[src/rtl/cpu_clock_controller.sv]
// rtl/cpu_clock_controller.sv - run/step/halt clock-enable controller for a single-domain CPU
//
// Optional feature: define CPU_CLOCK_CYCLE_COUNTER_EN to build the cycle counter.
//
// Ports:
//   clock_100mhz     in   1   single clock, all logic on rising edge
//   reset            in   1   synchronous, active-high
//   rate_select      in   5   run-mode enable period = 2^rate_select cycles
//   run_button       in   1   raw asynchronous button, press toggles run/pause
//   step_button      in   1   raw asynchronous button, press issues one CPU cycle
//   halt_request     in   1   level from CPU asking to stop
//   cpu_clock_enable out  1   registered one-cycle qualifier for the CPU
//   controller_state out  2   00 PAUSED, 01 RUNNING, 10 STEP, 11 HALTED
//   cycle_count      out  32  enable pulses issued (constant 0 without the counter)

module cpu_clock_controller #(
  parameter int DEBOUNCE_CYCLES = 1000000
) (
  input  logic        clock_100mhz,
  input  logic        reset,
  input  logic [4:0]  rate_select,
  input  logic        run_button,
  input  logic        step_button,
  input  logic        halt_request,
  output logic        cpu_clock_enable,
  output logic [1:0]  controller_state,
  output logic [31:0] cycle_count
);

  typedef enum logic [1:0] {
    ST_PAUSED  = 2'b00,
    ST_RUNNING = 2'b01,
    ST_STEP    = 2'b10,
    ST_HALTED  = 2'b11
  } state_t;

  // Debounce counter only needs to reach DEBOUNCE_CYCLES-1: the sample that
  // would make it DEBOUNCE_CYCLES flips the level and clears it instead.
  localparam int DB_W = (DEBOUNCE_CYCLES > 1) ? $clog2(DEBOUNCE_CYCLES) : 1;
  localparam logic [DB_W-1:0] DB_LAST = DB_W'(DEBOUNCE_CYCLES - 1);

  // Bit 0 is the run button, bit 1 the step button.
  logic [1:0]      raw;
  logic [1:0]      sync1;
  logic [1:0]      sync2;
  logic [1:0]      deb;
  logic [1:0]      deb_d;
  logic [DB_W-1:0] db_cnt [2];
  logic [1:0]      press;
  logic            run_press;
  logic            step_press;

  assign raw = {step_button, run_button};

  always_ff @(posedge clock_100mhz) begin
    if (reset) begin
      sync1 <= '0;
      sync2 <= '0;
      deb   <= '0;
      deb_d <= '0;
      for (int i = 0; i < 2; i++) db_cnt[i] <= '0;
    end else begin
      sync1 <= raw;
      sync2 <= sync1;
      deb_d <= deb;
      for (int i = 0; i < 2; i++) begin
        // Any sample agreeing with the current level breaks the run.
        if (sync2[i] == deb[i]) begin
          db_cnt[i] <= '0;
        end else if (db_cnt[i] == DB_LAST) begin
          deb[i]    <= sync2[i];
          db_cnt[i] <= '0;
        end else begin
          db_cnt[i] <= db_cnt[i] + DB_W'(1);
        end
      end
    end
  end

  assign press      = deb & ~deb_d;
  assign run_press  = press[0];
  assign step_press = press[1];

  state_t      state;
  state_t      state_next;
  logic        en_q;
  logic        en_next;
  logic [31:0] presc;
  logic [31:0] presc_next;
  logic [31:0] presc_limit;
  logic        tick;

  // Compare with >= so that lowering rate_select below the current count
  // ticks immediately rather than waiting for a 32-bit wrap.
  assign presc_limit = (32'd1 << rate_select) - 32'd1;
  assign tick        = (presc >= presc_limit);

  always_comb begin
    state_next = state;
    en_next    = 1'b0;
    presc_next = '0;   // anything other than staying in RUNNING clears it
    unique case (state)
      ST_PAUSED: begin
        if (run_press) begin
          state_next = ST_RUNNING;
        end else if (step_press) begin
          state_next = ST_STEP;
          en_next    = 1'b1;
        end
      end
      ST_RUNNING: begin
        if (halt_request) begin
          state_next = ST_HALTED;
        end else if (run_press) begin
          state_next = ST_PAUSED;
        end else begin
          en_next    = tick;
          presc_next = tick ? '0 : presc + 32'd1;
        end
      end
      ST_STEP: begin
        state_next = ST_PAUSED;
      end
      ST_HALTED: begin
        if (run_press) begin
          state_next = ST_PAUSED;
        end else if (step_press) begin
          state_next = ST_STEP;
          en_next    = 1'b1;
        end
      end
      default: begin
        state_next = ST_PAUSED;
      end
    endcase
  end

  always_ff @(posedge clock_100mhz) begin
    if (reset) begin
      state <= ST_PAUSED;
      en_q  <= 1'b0;
      presc <= '0;
    end else begin
      state <= state_next;
      en_q  <= en_next;
      presc <= presc_next;
    end
  end

  assign cpu_clock_enable = en_q;
  assign controller_state = state;

`ifdef CPU_CLOCK_CYCLE_COUNTER_EN
  logic [31:0] cycle_count_q;

  // Counted alongside the enable register so the count includes the
  // pulse currently visible on cpu_clock_enable.
  always_ff @(posedge clock_100mhz) begin
    if (reset) begin
      cycle_count_q <= '0;
    end else if (en_next) begin
      cycle_count_q <= cycle_count_q + 32'd1;
    end
  end

  assign cycle_count = cycle_count_q;
`else
  assign cycle_count = '0;
`endif

endmodule

[config.mk]
export PLATFORM = sky130hd
export DESIGN_NAME = cpu_clock_controller
export DESIGN_NICKNAME = d
export VERILOG_FILES = /design/src/rtl/cpu_clock_controller.sv
export SDC_FILE = /design/constraint.sdc
export NUM_CORES = 1
export LEC_CHECK = 0
export CAP_MARGIN = 20
export CORE_MARGIN = 1.5
export CORE_UTILIZATION = 53
export CTS_BUF_LIST = sky130_fd_sc_hd__clkbuf_16
export DETAILED_ROUTE_END_ITERATION = 12
export PLACE_DENSITY = 0.77
export SYNTH_ARGS = -nofsm -noshare
export SYNTH_HDL_FRONTEND = slang
export SYNTH_SLANG_ARGS = --single-unit
[constraint.sdc]
create_clock -name clock_100mhz -period 5.5 [get_ports clock_100mhz]
set_clock_uncertainty 0.2 [all_clocks]
set_input_delay 1.375 -clock clock_100mhz [delete_from_list [all_inputs] [get_ports clock_100mhz]]
set_output_delay 1.375 -clock clock_100mhz [all_outputs]
set_load 0.1 [all_outputs]
# After elaboration in Yosys (flattened, before gate mapping)
# Memory sizes are Yosys's and may differ from the RTL's.
# Cells that the tools add are included.
# Widths: inputs -> output; s select.
[totals]
ff_bits = 43
word_cells = 80
ram_bits = 40
in_bits = 10
memories = 1
[classes]
shift = 1
add_sub_neg = 4
reduce_logical = 5
n_bitwise = 11
eq_ne = 8
n_lt_le_gt_ge = 1
muxes = 41
[mem_list]
columns = ["name", "words", "width", "read_ports", "rd_clocked_by_memory_dff", "wr", "line", "rtl"]
rows = [
  ["db_cnt", 2, 20, 2, 0, 2, "48", "logic [DB_W-1:0] db_cnt [2];"],
]
[ops]
columns = ["cell", "count"]
rows = [
  ["$mux 20", 6],
  ["$add 20x1->20 const B", 2],
  ["$eq 20x20->1 const B", 2],
  ["$add 32x1->32 const B", 1],
  ["$ge 32x32->1", 1],
  ["$shl 1x5->32 const A", 1],
  ["$sub 32x1->32 const B", 1],
  ["$mux 1", 28],
  ["$mux 2", 5],
  ["$pmux 2 s4", 1],
  ["$or 1x1->1", 6],
  ["$reduce_or 5->1", 1],
  ["$eq 2x2->1 const B", 2],
  ["$reduce_and 2->1", 2],
  ["$ne 3x3->1 const B", 1],
  ["$not 1->1", 3],
  ["$and 2x2->2", 1],
  ["$eq 1x1->1", 2],
  ["$eq 2x1->1 const B", 1],
  ["$logic_not 2->1", 1],
  ["$not 2->2", 1],
  ["$pmux 1 s2", 1],
  ["$reduce_or 2->1", 1],
]

# Depth between registers and ports, before layout
# An unclocked memory read counts as a cell.
[logic_depth]
ltp_word = 8
ltp_mapped = 18

# Worst setup path after synthesis
# Ideal clock, no wire load.
[synth_timing]
kind = "in2reg"
start = "input rate_select[0]"
end = "register presc[16]"
setup_slack_ps = 198
arrival_ps = 4983
stages = 17
path_buffers = 3
cell_sequence = "clkbuf_1 or3_1 or3_1 ha_1 clkbuf_1 or2_2 nor2_1 nand2_1 o21ai_0 a22oi_1 ha_1 nand2_1 nor4_2 or4b_1 a311oi_4 buf_6 nor3_1"
[synth_between]
elab_chain_len = 4
[synth_lines]
columns = ["element", "line", "rtl"]
rows = [
  ["from (decl)", "21", "input logic [4:0] rate_select,"],
  ["$shl 1x5->32", "95", "assign presc_limit = (32'd1 << rate_select) - 32'd1;"],
  ["$sub 32x1->32", "95", ""],
  ["$ge 32x32->1", "96", "assign tick = (presc >= presc_limit);"],
  ["$reduce_or 5->1 (no line)", "n/a", ""],
  ["to (signal assigned)", "146", "presc <= presc_next;"],
  ["to (decl)", "88", "logic [31:0] presc;"],
]
# No other way between the ends.
# A chain may end at the register's enable or synchronous reset.

# Worst setup path after layout
[layout_timing]
start = "input rate_select[2]"
end = "register en_q (netlist: cpu_clock_enable)"
[layout_between]
elab_chain_len = 6
[layout_lines]
columns = ["element", "line", "rtl"]
rows = [
  ["$shl 1x5->32", "95", ""],
  ["$sub 32x1->32", "95", ""],
  ["$ge 32x32->1", "96", ""],
  ["$mux 1", "114", "end else if (run_press) begin"],
  ["$mux 1", "112", "if (halt_request) begin"],
  ["$pmux 1 s2", "102", "unique case (state)"],
  ["to (signal assigned)", "145", "en_q <= en_next;"],
  ["to (decl)", "86", "logic en_q;"],
]
# No other way between the ends.

==> results.txt <==
- Clock insertion delay at the later pin of the skew report: 0.34 ns
* Largest net degree at the start of global routing: 34
- Inst Count DP: 796
- Mux share of post-synthesis cell area: 0.366%
- VDD IR max: 0.142 mV
- Power Dens Cells: 240 nW/um2
- Number of hold violations in the final report: 0
* Nets@finish: 724
- 0 antenna diodes ended up in the layout.
* Total Die Area: 10,900 um2
* Count of flip-flops with a built-in enable after synthesis: 40
- Port buffering added 12 buffers.
- Cell leakage power: 0.00229 uW
- The worst path needs 5.30 ns of the cycle, external delays included.
- Buffers inserted during clock tree synthesis total 9.
- After floorplanning, the core was sized to cover 9910 um2.
* Clock-pin slew of the registers on the worst-case setup and hold paths: 0.06 ns
- Worst max-slew margin expressed relative to the limit: 33.2%
- Global routing used 20.9% of the available tracks.
- Maximum operating frequency: 189 MHz
- Number of antenna-violating nets in the routed design: 0
* Number of instances on the worst hold path: 1
- Reg-to-reg endpoint: cpu_clock_enable$_SDFF_PP0_
- Synthesis Warnings: 0
- Die outline width: 105 um
* Multi-input gate area: 3270 um2
- The min-delay analysis places its worst path in the category register to register.
- For flop-to-flop paths, the worst setup slack is 2.90 ns.
* Post-detailed-placement half-perimeter wirelength: 8170 um
- Dividing the final minimum period by the clock period gives 96.3%.
- The number of cells on the worst reg-to-reg path is 7.
- Rows: 36
- Synth Flop Type: sky130_fd_sc_hd__dfxtp_1
- Start of the worst register-to-register path: presc[15]$_SDFF_PP0_
- The netlist uses 51 different library cells.
* Critical hold path startpoint: sync1[1]$_SDFF_PP0_
- After detailed routing, the number of remaining DRC violations is 0.
- Relative to the synthesized area, the layout overhead comes to 11.9%.
* IO Count: 45
- Final setup violating endpoints: 0
- Total of flip-flops plus latches after synthesis: 83
- The cell count after synthesis came out at 620.
- Simple logic cell fraction of the synthesized area: 26.4%
- The pre-antenna-repair detailed-routing pass consisted of 5 iterations.
- By startpoint and endpoint, the worst setup path is classified as primary input to register.
- Dominant combinational cell family by area after synthesis: simple AND/OR/NAND/NOR gates
- Core utilization of the finished layout: 61.8%
- Setup repair after global routing left no endpoint under its margin.
- The post-route netlist has 6.63% of its cells at a drive strength greater than 1.
- Critical Path Start Type: primary input
* Number of buffers inserted by hold repair at cts: 0
* Result of the run: completed
- Sequential cell area: 2060 um2
- After detailed routing, the total wire length is 11,200 um.
* Max-cap check violation count: 0
* GPL Wtd Cong: 0.962
- Wire length of the first global-routing pass: 18,800 um
* Via total after detailed routing: 4,367
- Async set-or-reset flop fraction in the synthesized netlist: 0%
* Average routed wire per standard cell: 13.8 um
- Summing internal, switching and leakage power gives 1470 uW.
* Required time of the worst setup path: 5.59 ns
* Syn_area_per_cell: 8.83 um2
* Transition time of the tightest slew-check pin: 0.998 ns
- The finished layout holds 812 standard cells, fillers aside.
- First-iteration detailed-routing DRC count: 232
- Counting the fill cells in the layout gives 860.
- Clock H-tree levels: 3
* Sequential-to-total area share from yosys stat: 37.7%
- Compound-cell area share of the yosys netlist: 7.72%
* Number of antenna violations at the first check in global routing: 0
- Post-DR vias/cell: 5.38
- In this run the clock root is driven by a sky130_fd_sc_hd__clkbuf_16.
- The worst setup path is captured at a register.
- In the layout the commonest cells are 73 x sky130_fd_sc_hd__nor2_1, 73 x sky130_fd_sc_hd__conb_1, 48 x sky130_fd_sc_hd__nand2_1.
- Summing the areas of all fa, ha and maj instances in the mapped netlist gives 9.14% of the synthesized area.
* Total global routing overflow: 0
- Largest fanout of any net on the critical path: 33
- The clock passes through at most 2 buffers.
- Total number of clock tree sinks: 83
* Vias in the first global route: 4,194
- Vertical die dimension: 105 um
- The cell area that synthesis handed to floorplanning was 5480 um2.
- Worst Hold Slack: 0.266 ns
* Area share of xor/xnor cells in the synthesized design: 11.0%
- For this configuration, the core starts out at a cell density of 55.3%.
- TritonCTS built the clock tree.
- Max-slew violation count: 0
- Data on the critical path arrives at its endpoint at 5.38 ns.
- The worst hold path terminates at sync2[1]$_SDFF_PP0_.
==> cell usage after synthesis, types with 12 or more instances <==
| master | n | area share, % |
|---|---|---|
| sky130_fd_sc_hd__a21oi_1 | 28 | 2.6 |
| sky130_fd_sc_hd__xnor2_1 | 30 | 4.8 |
| sky130_fd_sc_hd__nand4_1 | 26 | 3.0 |
| sky130_fd_sc_hd__nand2_1 | 48 | 3.3 |
| sky130_fd_sc_hd__xor2_1 | 39 | 6.2 |
| sky130_fd_sc_hd__buf_4 | 32 | 4.4 |
| sky130_fd_sc_hd__dfxtp_1 | 43 | 16 |
| sky130_fd_sc_hd__nand3_1 | 30 | 2.7 |
| sky130_fd_sc_hd__o21ai_0 | 18 | 1.6 |
| sky130_fd_sc_hd__nor2_1 | 73 | 5.0 |
| sky130_fd_sc_hd__edfxtp_1 | 40 | 22 |
| sky130_fd_sc_hd__clkbuf_1 | 19 | 1.3 |
| sky130_fd_sc_hd__nor3_1 | 45 | 4.1 |
| sky130_fd_sc_hd__inv_1 | 12 | 0.82 |
| sky130_fd_sc_hd__ha_1 | 40 | 9.1 |
==> how the worst max path moves through the flow <==
stage,startpoint,endpoint,slack (ns),depth (start not counted)
2_1_floorplan,rate_select[0],presc[16]$_SDFF_PP0_,0.20,17
3_3_place_gp,rate_select[2],presc[8]$_SDFF_PP0_,-0.07,14
3_5_place_dp,rate_select[2],presc[9]$_SDFF_PP0_,-0.16,14
4_1_cts,rate_select[2],presc[9]$_SDFF_PP0_,0.19,14
5_1_grt,rate_select[0],cpu_clock_enable$_SDFF_PP0_,0.0002,16
6_report,rate_select[2],cpu_clock_enable$_SDFF_PP0_,0.20,16
==> report_power, final <==
group          internal, uW  leakage [uW]  total (uW)  switching [uW]
Sequential              661      0.000760         676            14.6
Clock                   355      0.000147         608             253
Combinational          39.6       0.00139         189             150
Total                  1060       0.00229        1470             417
==> sequential cells by signal, summed over array words and instances (netlist names) <==
register and count:
presc 32, deb_d 2, sync1 2, sync2 2, controller_state 2, cpu_clock_enable 1
deb 2, db_cnt 40
==> routing by layer <==
metal	up-vias	GRT usage, %	routed length (um)
met5	-	0	0
li1	2213	-	-
met3	19	4.05	442
met2	110	35.7	5470
met4	0	7.44	214
met1	2025	26.3	5060
==> critical path, stage by stage <==
cell and delay, ns:
sky130_fd_sc_hd__clkdlybuf4s50_1 0.41, sky130_fd_sc_hd__or3_1 0.39, sky130_fd_sc_hd__or3_1 0.34, sky130_fd_sc_hd__ha_1 0.26
sky130_fd_sc_hd__or2_2 0.32, sky130_fd_sc_hd__nor2_1 0.13, sky130_fd_sc_hd__nand2_1 0.06, sky130_fd_sc_hd__o21ai_0 0.08
sky130_fd_sc_hd__a22oi_1 0.11, sky130_fd_sc_hd__ha_1 0.29, sky130_fd_sc_hd__nand2_1 0.07, sky130_fd_sc_hd__nor4_2 0.28
sky130_fd_sc_hd__or4b_1 0.51, sky130_fd_sc_hd__a311oi_4 0.37, sky130_fd_sc_hd__buf_12 0.23, sky130_fd_sc_hd__o21a_1 0.15
==> layout make-up <==
class                           count  area share [%]
Tap cell                          133            2.72
Sequential cell                    83            33.7
Multi-Input combinational cell    538            53.4
Timing Repair Buffer               30            4.57
Clock buffer                        9            3.68
Clock inverter                      7            1.23
Inverter                           12           0.735
==> through the flow <==
| step | instance area (um2) | TNS [ns] | setup WS [ns] |
|---|---|---|---|
| finish | 6130 | 0 | 0.205 |
| global route | 6130 | 0 | 0.000178 |
| CTS | 6120 | 0 | 0.190 |
| detailed placement | 5820 | -4.88 | -0.156 |
| global placement | 5820 | -2.13 | -0.0675 |
| floorplan | 5740 | 0 | 0.198 |
==> cell families (layout without fill, tap and decap cells) <==
group / count (synthesis) / after routing
and+or+nand+nor: 286 / 286
DFF: 83 / 83
buffers and inverters: 70 / 58
xor gates and xnor gates: 69 / 69
AOI/OAI and AO/OA: 68 / 68
adders and majority gates: 40 / 40
other: 2 / 73
muxes: 2 / 2
==> repair_timing <==
action,CTS,global route
setup buffers,0,0
endpoints found under the hold margin,0,0
endpoints found under the setup margin,0,32
gates resized for setup,0,1
Note: power is estimated with default switching activity, not from simulation.
